## src/rtl/fsm_share_arb_pkg.sv

```systemverilog
// ---------------------------------------------------------------------------
// fsm_share_arb_pkg
//   Shared definitions for the round-robin arbiter that time-shares one
//   Mealy control FSM between several requesters.
//   Contents: arbiter state encoding, default parameter values and a
//   modulo-increment helper used by the round-robin picker.
// ---------------------------------------------------------------------------
package fsm_share_arb_pkg;

   typedef enum logic [1:0] {
      IDLE  = 2'd0,
      GRANT = 2'd1,
      CLEAR = 2'd2
   } arb_state_e;

   localparam int NREQ_DEF  = 4;
   localparam int BURST_DEF = 4;
   localparam int CNT_W_DEF = 8;

   // Next requester index after i, wrapping at n.
   function automatic int wrap_inc(input int i, input int n);
      return (i + 1 >= n) ? 0 : i + 1;
   endfunction

endpackage

```

## src/rtl/fsm_share_arb_rr_pick.sv

```systemverilog
// ---------------------------------------------------------------------------
// rr_pick
//   Combinational round-robin picker. Searches the request vector starting
//   one position after rr_ptr (wrapping) and returns the first requester.
// Ports
//   req     in  NREQ   request vector
//   rr_ptr  in  PTR_W  index of the most recently served requester
//   win     out NREQ   one-hot winner (zero when no request)
//   win_idx out PTR_W  binary index of the winner
//   valid   out 1      at least one request present
// ---------------------------------------------------------------------------
module rr_pick
   import fsm_share_arb_pkg::*;
#(
   parameter int NREQ  = NREQ_DEF,
   parameter int PTR_W = 2
) (
   input  logic [NREQ-1:0]  req,
   input  logic [PTR_W-1:0] rr_ptr,
   output logic [NREQ-1:0]  win,
   output logic [PTR_W-1:0] win_idx,
   output logic             valid
);

   int idx;

   always_comb begin
      win     = '0;
      win_idx = '0;
      valid   = 1'b0;
      idx     = int'(rr_ptr);
      // NREQ steps visit every requester once, ending on rr_ptr itself so
      // the last-served requester has the lowest priority.
      for (int k = 0; k < NREQ; k++) begin
         idx = wrap_inc(idx, NREQ);
         if (!valid && req[idx]) begin
            valid    = 1'b1;
            win[idx] = 1'b1;
            win_idx  = PTR_W'(idx);
         end
      end
   end

endmodule

```

## src/rtl/fsm_share_arb.sv

```systemverilog
// ---------------------------------------------------------------------------
// fsm_share_arb
//   Round-robin arbiter sharing one two-input Mealy control FSM (inputs a,b;
//   outputs m,n) between NREQ requesters. An owner holds the FSM for at most
//   BURST cycles; between owners the FSM is returned to its start state by a
//   one-cycle registered low pulse on fsm_rst_b.
// Optional feature
//   ARB_STATS_EN : per-requester saturating grant counters on gnt_cnt.
//                  When undefined gnt_cnt is tied to zero (no flops).
// Ports
//   clk, rst_b        clock (rising edge), async active-low reset
//   req[NREQ]         requests, held high while the FSM is wanted
//   a_in/b_in[NREQ]   per-requester FSM inputs
//   fsm_m, fsm_n      shared FSM outputs
//   fsm_a, fsm_b      shared FSM inputs (owner's a/b, zero when no grant)
//   fsm_rst_b         registered active-low reset to the shared FSM
//   gnt[NREQ]         registered one-hot grant
//   m_o/n_o[NREQ]     FSM outputs routed to the owner (combinational)
//   gnt_cnt           grant counters, requester i at [i*CNT_W +: CNT_W]
// ---------------------------------------------------------------------------
module fsm_share_arb
   import fsm_share_arb_pkg::*;
#(
   parameter int NREQ  = NREQ_DEF,
   parameter int BURST = BURST_DEF,
   parameter int CNT_W = CNT_W_DEF
) (
   input  logic                  clk,
   input  logic                  rst_b,
   input  logic [NREQ-1:0]       req,
   input  logic [NREQ-1:0]       a_in,
   input  logic [NREQ-1:0]       b_in,
   input  logic                  fsm_m,
   input  logic                  fsm_n,
   output logic                  fsm_a,
   output logic                  fsm_b,
   output logic                  fsm_rst_b,
   output logic [NREQ-1:0]       gnt,
   output logic [NREQ-1:0]       m_o,
   output logic [NREQ-1:0]       n_o,
   output logic [NREQ*CNT_W-1:0] gnt_cnt
);

   localparam int PTR_W = (NREQ > 1) ? $clog2(NREQ) : 1;
   localparam int BC_W  = (BURST > 1) ? $clog2(BURST) : 1;

   arb_state_e       state, state_nxt;
   logic [PTR_W-1:0] owner;
   logic [PTR_W-1:0] rr_ptr;
   logic [BC_W-1:0]  burst_cnt;

   logic [NREQ-1:0]  pick_win;
   logic [PTR_W-1:0] pick_idx;
   logic             pick_vld;
   logic             owner_req;
   logic             burst_last;

   rr_pick #(
      .NREQ  (NREQ),
      .PTR_W (PTR_W)
   ) u_pick (
      .req     (req),
      .rr_ptr  (rr_ptr),
      .win     (pick_win),
      .win_idx (pick_idx),
      .valid   (pick_vld)
   );

   assign owner_req  = req[owner];
   assign burst_last = (burst_cnt == BC_W'(BURST - 1));

   // Next-state logic
   always_comb begin
      state_nxt = state;
      case (state)
         IDLE:    if (pick_vld) state_nxt = GRANT;
         GRANT:   if (!owner_req || burst_last) state_nxt = CLEAR;
         CLEAR:   state_nxt = pick_vld ? GRANT : IDLE;
         default: state_nxt = IDLE;
      endcase
   end

   // State, ownership and registered outputs
   always_ff @(posedge clk or negedge rst_b) begin
      if (!rst_b) begin
         state     <= IDLE;
         owner     <= '0;
         rr_ptr    <= PTR_W'(NREQ - 1);
         burst_cnt <= '0;
         gnt       <= '0;
         fsm_rst_b <= 1'b0;
      end else begin
         state     <= state_nxt;
         // Low for exactly the CLEAR cycle; registered so the shared FSM
         // never sees a combinational glitch on its reset.
         fsm_rst_b <= (state_nxt != CLEAR);
         case (state_nxt)
            GRANT: begin
               if (state != GRANT) begin
                  owner     <= pick_idx;
                  gnt       <= pick_win;
                  burst_cnt <= '0;
               end else begin
                  burst_cnt <= burst_cnt + 1'b1;
               end
            end
            CLEAR: begin
               gnt       <= '0;
               burst_cnt <= '0;
               // Updating here means the CLEAR-cycle pick already sees the
               // departing owner as lowest priority.
               if (state == GRANT) rr_ptr <= owner;
            end
            default: begin
               gnt       <= '0;
               burst_cnt <= '0;
            end
         endcase
      end
   end

   // gnt is only nonzero in GRANT, so gating by gnt also forces the FSM
   // inputs to zero (asynchronously on reset) whenever nobody owns it.
   assign fsm_a = |(gnt & a_in & req);
   assign fsm_b = |(gnt & b_in & req);

   // Mealy outputs stay combinational from the shared FSM to the owner.
   assign m_o = gnt & {NREQ{fsm_m}};
   assign n_o = gnt & {NREQ{fsm_n}};

`ifdef ARB_STATS_EN
   logic             grant_start;
   logic [CNT_W-1:0] cnt_q [NREQ];

   assign grant_start = (state_nxt == GRANT) && (state != GRANT);

   always_ff @(posedge clk or negedge rst_b) begin
      if (!rst_b) begin
         for (int i = 0; i < NREQ; i++) cnt_q[i] <= '0;
      end else if (grant_start) begin
         for (int i = 0; i < NREQ; i++) begin
            if (pick_win[i] && (cnt_q[i] != {CNT_W{1'b1}}))
               cnt_q[i] <= cnt_q[i] + 1'b1;
         end
      end
   end

   for (genvar gi = 0; gi < NREQ; gi++) begin : g_cnt
      assign gnt_cnt[gi*CNT_W +: CNT_W] = cnt_q[gi];
   end
`else
   assign gnt_cnt = '0;
`endif

endmodule

```

## config.mk

```make
export PLATFORM = sky130hd
export DESIGN_NAME = fsm_share_arb
export DESIGN_NICKNAME = d
export VERILOG_FILES = /design/src/rtl/fsm_share_arb_pkg.sv /design/src/rtl/fsm_share_arb_rr_pick.sv /design/src/rtl/fsm_share_arb.sv
export SDC_FILE = /design/constraint.sdc
export NUM_CORES = 1
export LEC_CHECK = 0
export BUFFER_PORTS_ARGS = -buffer_cell sky130_fd_sc_hd__buf_2
export CAP_MARGIN = 10
export CORE_ASPECT_RATIO = 0.8
export CORE_UTILIZATION = 35
export DETAILED_ROUTE_END_ITERATION = 6
export GPL_TIMING_DRIVEN = 0
export HOLD_SLACK_MARGIN = 0.05
export PLACE_DENSITY = 0.66
export SYNTH_ARGS = -nofsm -noshare
export SYNTH_HDL_FRONTEND = slang
export SYNTH_SLANG_ARGS = --single-unit
```

## constraint.sdc

```tcl
create_clock -name clk -period 2.6 [get_ports clk]
set_input_delay 0.52 -clock clk [delete_from_list [all_inputs] [get_ports clk]]
set_output_delay 0.52 -clock clk [all_outputs]
set_load 0.1 [all_outputs]
```

# == Word-level counts from Yosys, hierarchy flattened ==
# Cells that the tools add are included.
# totals
ff_bits,13
rom_bits,0
output_inout_bits,47
latchBits,0
ramBits,0
n_memories,0
# op_classes
div,0
mul,0
n_lt_le_gt_ge,13
n_eq_ne,8
n_reduce_logical,17
n_shift,0
bitwise_logic,9
addsub,5
n_mux,46
# op_table
operator,n
>= comparator 32 x 1 -> 1 bit (second input constant),4
< comparator 32 x 4 -> 1 bit (second input constant),4
two-way mux 32 bit,4
adder 32 x 2 -> 32 bit (second input constant),3
>= comparator 32 x 4 -> 1 bit (second input constant),3
AND 4 bit,6
two-way mux 4 bit,6
two-way mux 1 bit,18
two-way mux 2 bit,8
bitwise OR 4 bit,3
binary-select mux 1 bit (select 2 bit),5
demux 1 bit (select 2 bit),4
OR reduction 4 bit,2
logical AND 1 bit,7
== test 2 bit (second input constant),3
case mux 2 bit (3 select lines),1
== test 2 x 1 -> 1 bit (second input constant),2
zero test 1 bit,4
inequality test 2 bit (second input constant),2
AND reduction 2 bit,2
adder 2 x 1 -> 3 bit (second input constant),1
>= comparator 3 bit (second input constant),1
< comparator 2 x 3 -> 1 bit (second input constant),1
adder 2 x 1 -> 2 bit (second input constant),1
other kinds (3),3

# == Longest topological paths before layout ==
# Gate-level depths: netlist of run 1.
# depth
ltp_word,21
ltp_mapped,9
mapped_depth_nobuf,8

# == By module ==
# A second synthesis of run 1 with hierarchy kept.
# hier_totals
cells_unflattened,162
area_unflattened_um2,1475.2
# modules_own_cells
mod,n_inst,area_each_um2,seq_area_each_um2,cells_each
fsm_share_arb,1,919.6,327.8,93
rr_pick,1,555.5,0.0,69

# == Worst setup path after synthesis of run 1 ==
# No wires, ideal clock.
# synth_path
path_type,reg2out
start,register gnt[2]
end,output port fsm_a
n_path_buf,0
path_stages_with_launch,3
path_slack_ps,164
t_arrival_ps,1916
path_cell_list,dfrtp_1 nand3_1 nand4_1
# synth_between
elab_chain_cells,3
# synth_rtl
item,line,text
"start, declared",fsm_share_arb.sv:38,"output logic [NREQ-1:0] gnt,"
"start signal, assigned",fsm_share_arb.sv:101,gnt <= pick_win;
AND 4 bit (2 in series),fsm_share_arb.sv:124,assign fsm_a = |(gnt & a_in & req);
OR reduction 4 bit,fsm_share_arb.sv:124,
"end, declared",fsm_share_arb.sv:35,"output logic fsm_a,"
# Every way passes these cells.

# == Final worst setup path of run 1 ==
# layout_path
start,register rr_ptr[0]
end,register owner[0]
# layout_between
elab_chain_cells,21
elab_cells_between_ends,43
cone_classes,add/sub: 4; order compare: 4; eq/ne: 1; mux: 27; reduce/logical: 7
# layout_rtl
item,line,text
"start, declared",fsm_share_arb.sv:49,logic [PTR_W-1:0] rr_ptr;
"start signal, assigned",fsm_share_arb.sv:88,rr_ptr <= PTR_W'(NREQ - 1);
"start signal, assigned",fsm_share_arb.sv:112,if (state == GRANT) rr_ptr <= owner;
adder 2 x 1 -> 3 bit *,fsm_share_arb_pkg.sv:22,return (i + 1 >= n) ? 0 : i + 1;
>= comparator 3 bit,fsm_share_arb_pkg.sv:22,
two-way mux 32 bit *,fsm_share_arb_pkg.sv:22,
adder 32 x 2 -> 32 bit,fsm_share_arb_pkg.sv:22,
>= comparator 32 x 4 -> 1 bit,fsm_share_arb_pkg.sv:22,
two-way mux 32 bit,fsm_share_arb_pkg.sv:22,
adder 32 x 2 -> 32 bit or binary-select mux 1 bit (select 2 bit) (tied branches),"fsm_share_arb_pkg.sv:22, fsm_share_arb_rr_pick.sv:36",
>= comparator 32 x 4 -> 1 bit or two-way mux 1 bit (tied branches),"fsm_share_arb_pkg.sv:22, fsm_share_arb_rr_pick.sv:36",
[5 not listed],n/a,
two-way mux 1 bit (not written as such),fsm_share_arb_rr_pick.sv:36,if (!valid && req[idx]) begin
two-way mux 1 bit (not written as such) or zero test 1 bit (tied branches),fsm_share_arb_rr_pick.sv:36,
logical AND 1 bit,fsm_share_arb_rr_pick.sv:36,
two-way mux 1 bit,fsm_share_arb_rr_pick.sv:36,
two-way mux 1 bit or two-way mux 2 bit (tied branches),"fsm_share_arb.sv:78, fsm_share_arb.sv:76",
case mux 2 bit (3 select lines),fsm_share_arb.sv:75,case (state)
== test 2 x 1 -> 1 bit,fsm_share_arb.sv:97,case (state_nxt)
AND reduction 2 bit (no source line),n/a,
"end signal, assigned",fsm_share_arb.sv:100,owner <= pick_idx;
"end, declared",fsm_share_arb.sv:48,logic [PTR_W-1:0] owner;
# Mark *: on every way between the ends. The rest lies on a longest branch, timed or not. The select of a mux whose other input is x is not followed.
# A chain may end at the register's enable or synchronous reset.

==> load_flow_metrics.sql, run 1 <==
INSERT INTO impl_metrics (metric_group, metric, value, unit) VALUES
('status', 'outcome', 'finished clean', ''),
('clocking', 'insertion_delay', '0.24', 'ns'),
('layout', 'multi_input_area', '0.00106', 'mm²'),
('pwr', 'vdd_drop_max', '0.000453', 'V'),
('clocking', 'cts-root-buf', 'clkbuf_8', ''),
('sta', 'finalWorstSetupSlack', '0.144', 'ns'),
('logic_synthesis', 'post_synth_xor_area_fraction', '0.579', '%'),
('placement', 'numPortBuffers', '30', ''),
('clocking', 'cts-root-to-sink-buffers', '2', ''),
('floorplan', 'ioPinCount', '63', ''),
('logic_synthesis', 'synth.yosys.warnings', '0', ''),
('logic_synthesis', 'synth_ff_type', 'dfrtp_1', ''),
('layout', 'layout-drive-gt1-share', '35.7', '%'),
('routing', 'wl', '3.63', 'mm'),
('sta', 'final.hold.worst_slack', '0.153', 'ns'),
('sta', 'post-route-period-util', '94.5', '%'),
('worst_setup_path', 'critical-path-top-delay-family', 'compound AO/OA/AOI/OAI gates', ''),
('routing', 'dr.pass1.iters', '4', ''),
('worst_setup_path', 'cp-end-kind', 'flop', ''),
('layout', 'mostFrequentLayoutCell', 'buf_4', ''),
('placement', 'gp_congestion', '0.820', ''),
('worst_setup_path', 'worst_ep_arrival_time', '2.59', 'ns'),
('worst_setup_path', 'stage_delay_of_the_slowest_cell_on_the_critical_path', '0.58', 'ns'),
('layout', 'syn_to_final_growth', '30.9', '%'),
('placement', 'dp_worst_setup_slack', '-0.204', 'ns'),
('routing', 'vias', '1441', ''),
('sta', 'finalClockSkew', '0.00291', 'ns'),
('clocking', 'clk_pin_slew', '0.05', 'ns'),
('logic_synthesis', 'number_of_register_bits_inferred_by_synthesis', '13', ''),
('logic_synthesis', 'main_combinational_cell_family_by_area_after_synthesis', 'compound AO/OA/AOI/OAI gates', ''),
('worst_setup_path', 'buffer_and_inverter_count_on_the_worst_path', '2', ''),
('global_routing', 'grt_start_max_net_pins', '14', ''),
('global_routing', 'grt_total_usage', '15.3', '%'),
('global_routing', 'grt_first_pass_wirelength', '5.30', 'mm'),
('logic_synthesis', 'area_share_of_fa_ha_maj_cells_after_synthesis', '7.44', '%'),
('logic_synthesis', 'number_of_flops_mapped_to_enable_cells_by_yosys', '0', ''),
('routing', 'drc_errors', '0', ''),
('clocking', 'cts_inserted_buffers', '3', ''),
('sta', 'max_freq', '0.407', 'GHz'),
('worst_setup_path', 'startpoint_type', 'flop', ''),
('floorplan', 'core_region_area', '0.00395', 'mm²'),
('routing', 'avgRoutedWirePerCell', '11.9', 'µm'),
('logic_synthesis', 'netlist-cell-type-count', '45', ''),
('job', 'max_cap_violations', '0', ''),
('layout', 'num-nets-final', '275', ''),
('layout', 'antennaDiodeCount', '0', ''),
('layout', 'mostFrequentLayoutCells', 'buf_4 (36), conb_1 (32), buf_2 (31)', ''),
('pwr', 'totalPowerFinal', '0.00246', 'W'),
('sta', 'finalMaxSlewViolations', '0', ''),
('sta', 'timing.final.setup_violations', '0', ''),
('sta', 'setup_repair_after_global_routing_missed_its_margin', 'no', ''),
('floorplan', 'die-height', '60.8', 'µm'),
('routing', 'antenna_left', '0', ''),
('global_routing', 'grt_overflow', '0', ''),
('worst_setup_path', 'crit_fanout', '9', ''),
('worst_setup_path', 'timing.rr.start', 'rr_ptr[0]', ''),
('logic_synthesis', 'synth_area_per_cell', '8.36', 'µm²'),
('placement', 'detailed_place_hpwl', '2.65', 'mm'),
('floorplan', 'full_die_area', '0.00459', 'mm²'),
('worst_setup_path', 'crit_path_cell_trace', 'ha_1, buf_6, or2_1, buf_6, mux4_2, o21a_1, a211oi_2, a211oi_2, a21o_1', ''),
('clocking', 'clock_sink_count', '13', ''),
('logic_synthesis', 'synth.yosys.seq_area_share', '21.7', '%'),
('sta', 'worstMarginPinSlew', '0.746', 'ns'),
('global_routing', 'grt_antenna_before_repair', '0', ''),
('sta', 'timing.max_slew.rel_slack', '50.2', '%'),
('layout', 'layout.filler_cells', '396', ''),
('clocking', 'cts_hold_buffers', '0', ''),
('worst_setup_path', 'critical_path_required', '2.73', 'ns'),
('worst_setup_path', 'setup.worst_path.start', 'rr_ptr[0]', ''),
('worst_setup_path', 'critical_path_class', 'reg2reg', ''),
('global_routing', 'via_count_of_the_first_global_routing_pass', '1105', '');
==> timing repair <==
item,CTS,global route
endpoints found under the setup margin,6,7
cloned,0,1
setup buffers,1,2
pin swaps,1,0
resized for setup,4,6
==> per-stage QoR <==
step / setup TNS, ns / utilization, % / cell area, µm² / instances
CTS: 0 / 48.4 / 1920 / 301
global placement: -1.16 / 46.7 / 1850 / 297
finish: 0 / 50.1 / 1980 / 304
global route: 0 / 50.1 / 1980 / 304
floorplan: 0 / - / 1630 / 212
detailed placement: -0.990 / 46.7 / 1850 / 297
==> power by group <==
group	total (W)	switching, W	internal, W
Sequential	0.000373	0.0000833	0.000289
Combinational	0.00191	0.00125	0.000657
Clock	0.000175	0.0000675	0.000108
Total	0.00246	0.00140	0.00105
==> cells by family (layout without fill, tap and decap cells) <==
logic type | after synthesis | after routing
muxes | 6 | 7
and+or+nand+nor | 54 | 54
xor gates and xnor gates | 1 | 1
DFF | 13 | 13
AOI/OAI and AO/OA | 52 | 52
buffers and inverters | 45 | 81
other | 1 | 32
adders and majority gates | 9 | 9
==> layer usage <==
metal | vias up | GRT usage, % | share of wire [%]
met5 | - | 0 | 0
met2 | 80 | 23.3 | 42
met4 | 0 | 1.85 | 0.74
li1 | 721 | - | -
met3 | 2 | 2.99 | 9.2
met1 | 638 | 22.9 | 48
==> Yosys cell counts (6+ instances only) <==
master    count  area (µm²)
dfrtp_1      11         275
o21ai_1       6        30.0
ha_1          9         113
a21oi_1      11        55.1
a211oi_1      6        45.0
nor2_1        9        33.8
nand3_1       8        40.0
and2_1        9        56.3
buf_4        33         248
nand2_1       7        26.3
==> final timing paths <==
kind                                end  slack (ns)  depth (start not counted)
max reg2reg                    owner[0]        0.14                          9
min                            owner[1]        0.15                          1
min in group clk           burst_cnt[0]        0.44                          1
min reg2reg                burst_cnt[0]        0.44                          1
max in group asynchronous     rr_ptr[0]        2.17                          1
max                            owner[0]        0.14                          9
==> cell type report <==
class                      count  area share [%]
buffer                        40            14.7
clock buffer                   4            2.27
inverter                       4           0.758
multi-input combinational    155            53.6
sequential                    13            16.6
tap                           55            3.47
timing repair buffer          33            8.72
==> state kept, by name, indices dropped and copies added, names as in the netlist <==
register   cells
gnt            4
burst_cnt      2
owner          2
rr_ptr         2
state          2
fsm_rst_b      1
==> worst reg2reg max path, delay by kind of cell, from the launching register on <==
kind | cells | cell delay [ns]
buffers and inverters | 2 | 0.27
AO/OA/AOI/OAI | 4 | 0.63
AND/OR/NAND/NOR | 1 | 0.12
multiplexers | 1 | 0.58
adder cells (fa/ha/maj) | 1 | 0.17
flip-flops | 1 | 0.57
(Power assumes the default switching activity.)
==> run 2, diff against run 1 <==
--- a/config.mk
+++ b/config.mk
@@ -13,6 +13,7 @@
 export GPL_TIMING_DRIVEN = 0
 export HOLD_SLACK_MARGIN = 0.05
 export PLACE_DENSITY = 0.66
+export RECOVER_POWER = 100
 export SYNTH_ARGS = -nofsm -noshare
 export SYNTH_HDL_FRONTEND = slang
 export SYNTH_SLANG_ARGS = --single-unit
==> run 2 against run 1 <==
  * Sequential share of layout area increased by 0.19 points
  * Worst hold slack improved by 0.14 ns
  * Final cell count did not move
  * Register-to-register slack got worse by 0.02 ns
  * Total power down 0.17%
  * Fmax down 0.88%
  * Via count down 0.14%
  * Clock power about the same
  * Wire length grew 3.3%
  * First-iteration DRC count is 8.4% lower
  * Sequential power hardly changed
  * Count of clock-buffer cells in the layout did not move
==> load_flow_metrics.sql, run 2 (synthesis results as in run 1) <==
INSERT INTO impl_metrics (metric_group, metric, value, unit) VALUES
('status', 'outcome', 'finished clean', ''),
('global_routing', 'grt_antenna_before_repair', '0', ''),
('clocking', 'cts_hold_buffers', '0', ''),
('hold_path', 'hp-class', 'in2async', ''),
('worst_setup_path', 'timing.critical_path.mode_cell', 'a211oi_2', ''),
('placement', 'numPortBuffers', '30', ''),
('routing', 'vias_per_cell', '4.73', ''),
('layout', 'mostFrequentLayoutCells', 'buf_4 (37), conb_1 (32), clkbuf_1 (20)', ''),
('worst_setup_path', 'crit_path_cell_trace', 'ha_1, buf_4, or2_1, buf_6, mux4_2, o21a_1, a211oi_2, a211oi_2, a21o_1', ''),
('placement', 'place_area', '0.00185', 'mm²'),
('placement', 'dp_worst_setup_slack', '-0.204', 'ns'),
('sta', 'finalClockSkew', '0.00291', 'ns'),
('floorplan', 'die_width', '75.5', 'µm'),
('sta', 'finalWorstSetupSlack', '0.122', 'ns'),
('layout', 'antennaDiodeCount', '0', ''),
('job', 'max_cap_violations', '0', ''),
('routing', 'vias', '1439', ''),
('routing', 'drt-initial-drc-count', '120', ''),
('layout', 'layout-drive-gt1-share', '29.7', '%'),
('routing', 'wl', '3.75', 'mm'),
('clocking', 'clock_tree.htree_level_count', '1', ''),
('placement', 'detailed_place_hpwl', '2.65', 'mm'),
('sta', 'timing.final.setup_violations', '0', ''),
('placement', 'gp_congestion', '0.820', ''),
('global_routing', 'via_count_of_the_first_global_routing_pass', '1105', ''),
('layout', 'layout.filler_cells', '401', ''),
('sta', 'post-route-period-util', '95.3', '%'),
('routing', 'avgRoutedWirePerCell', '12.3', 'µm'),
('sta', 'finalWorstPathRequiredPeriod', '2.48', 'ns'),
('layout', 'syn_to_final_growth', '29.4', '%'),
('clocking', 'clock_sink_count', '13', ''),
('layout', 'design_area', '0.00196', 'mm²'),
('routing', 'routed.top_layer', 'met4', ''),
('sta', 'hold_viol_final', '0', ''),
('pwr', 'power.static_leakage', '0.928', 'nW'),
('worst_setup_path', 'cp-end-kind', 'flop', ''),
('floorplan', 'start_util', '38.3', '%'),
('layout', 'num-nets-final', '275', ''),
('clocking', 'cts-root-to-sink-buffers', '2', ''),
('routing', 'dr.pass1.iters', '4', ''),
('sta', 'finalMaxSlewViolations', '0', ''),
('worst_setup_path', 'stage_delay_of_the_slowest_cell_on_the_critical_path', '0.58', 'ns'),
('sta', 'max_freq', '0.404', 'GHz'),
('floorplan', 'row_count', '20', ''),
('worst_setup_path', 'cp_slowest_cell', 'mux4_2', ''),
('layout', 'largest_register_ff_count', '4', ''),
('sta', 'setup_repair_after_global_routing_missed_its_margin', 'no', ''),
('pwr', 'pwr_cell_area', '1250', 'mW/mm²'),
('pwr', 'vdd_drop_max', '0.000462', 'V'),
('clocking', 'clk_pin_slew', '0.05', 'ns'),
('routing', 'detailroute.wirelength.met3', '345', 'µm'),
('clocking', 'tritoncts', 'yes', ''),
('floorplan', 'die-height', '60.8', 'µm'),
('routing', 'antenna_left', '0', ''),
('floorplan', 'full_die_area', '0.00459', 'mm²'),
('sta', 'timing.max_slew.rel_slack', '22.3', '%'),
('worst_setup_path', 'startpoint_type', 'flop', ''),
('global_routing', 'grt_start_max_net_pins', '14', ''),
('layout', 'largest-register', 'gnt', ''),
('routing', 'wl_met2', '1.52', 'mm'),
('sta', 'final_setup_tns', '0', 'ns'),
('sta', 'worstMarginPinSlew', '1.17', 'ns'),
('floorplan', 'core_region_area', '0.00395', 'mm²'),
('routing', 'drc_errors', '0', ''),
('layout', 'fin_util', '49.5', '%'),
('clocking', 'insertion_delay', '0.24', 'ns'),
('global_routing', 'grt_total_usage', '15.3', '%'),
('global_routing', 'grt_overflow', '0', ''),
('clocking', 'cts-root-buf', 'clkbuf_8', ''),
('floorplan', 'ioPinCount', '63', ''),
('worst_setup_path', 'ff2ff_setup_slack', '0.12', 'ns'),
('global_routing', 'grt_first_pass_wirelength', '5.30', 'mm'),
('clocking', 'cts_inserted_buffers', '3', ''),
('worst_setup_path', 'critical_path_required', '2.73', 'ns'),
('routing', 'wl_met1', '1.85', 'mm'),
('worst_setup_path', 'critical_path_class', 'reg2reg', ''),
('layout', 'mostFrequentLayoutCell', 'buf_4', ''),
('worst_setup_path', 'worst_ep_arrival_time', '2.61', 'ns'),
('worst_setup_path', 'crit_fanout', '9', '');
-- run 2: worst paths after layout --
path | endpoint | cells past startpoint | start
max reg2reg | owner[0] | 9 | rr_ptr[0]
min reg2reg | burst_cnt[0] | 1 | burst_cnt[0]
min | owner[1] | 1 | rst_b
min in group clk | burst_cnt[0] | 1 | burst_cnt[0]
max in group asynchronous | burst_cnt[1] | 1 | rst_b
max | owner[0] | 9 | rr_ptr[0]
-- run 2: area by class of cell --
| cell class | instances | area [µm²] | area share (%) |
|---|---|---|---|
| multi-input cells | 155 | 1060 | 54.2 |
| flip-flops and latches | 13 | 328 | 16.7 |
| plain buffers | 40 | 287 | 14.6 |
| repair buffers | 33 | 154 | 7.86 |
| well taps | 55 | 68.8 | 3.51 |
| clock buffers | 4 | 45.0 | 2.30 |
| inverters | 4 | 15.0 | 0.767 |
-- run 2: worst max-delay path: cells and delay by family, from the launching register on --
kind	cells	cell delay, ns
AO/OA/AOI/OAI	4	0.63
multiplexers	1	0.58
flip-flops	1	0.57
buffers and inverters	2	0.29
adder cells (fa/ha/maj)	1	0.16
AND/OR/NAND/NOR	1	0.13
-- run 2: per-stage QoR --
| stage | hold WS [ns] | cells | total power [W] |
|---|---|---|---|
| 4_1_cts | 0.162 | 301 | 0.00234 |
| 3_5_place_dp | 0.416 | 297 | 0.00210 |
| 3_3_place_gp | 0.414 | 297 | 0.00210 |
| 5_1_grt | 0.353 | 304 | 0.00261 |
| 6_report | 0.291 | 304 | 0.00245 |
| 2_1_floorplan | 0.224 | 212 | 0.00182 |
-- run 2: timing repair --
action	CTS	global route
pin swaps	1	0
endpoints found under the hold margin	0	0
buffers inserted	1	2
setup endpoints to repair	6	7
gates resized for setup	4	6
gates cloned	0	1
-- run 2: per-layer routing --
layer | GRT usage [%] | vias up
met3 | 2.99 | 2
met4 | 1.85 | 0
met5 | 0 | -
met2 | 23.3 | 80
met1 | 22.9 | 635
li1 | - | 722
-- run 2: power breakdown --
group	internal, W	switching (W)
combinational	0.000643	0.00126
clock	0.000108	0.0000674
sequential	0.000289	0.0000854
total	0.00104	0.00141
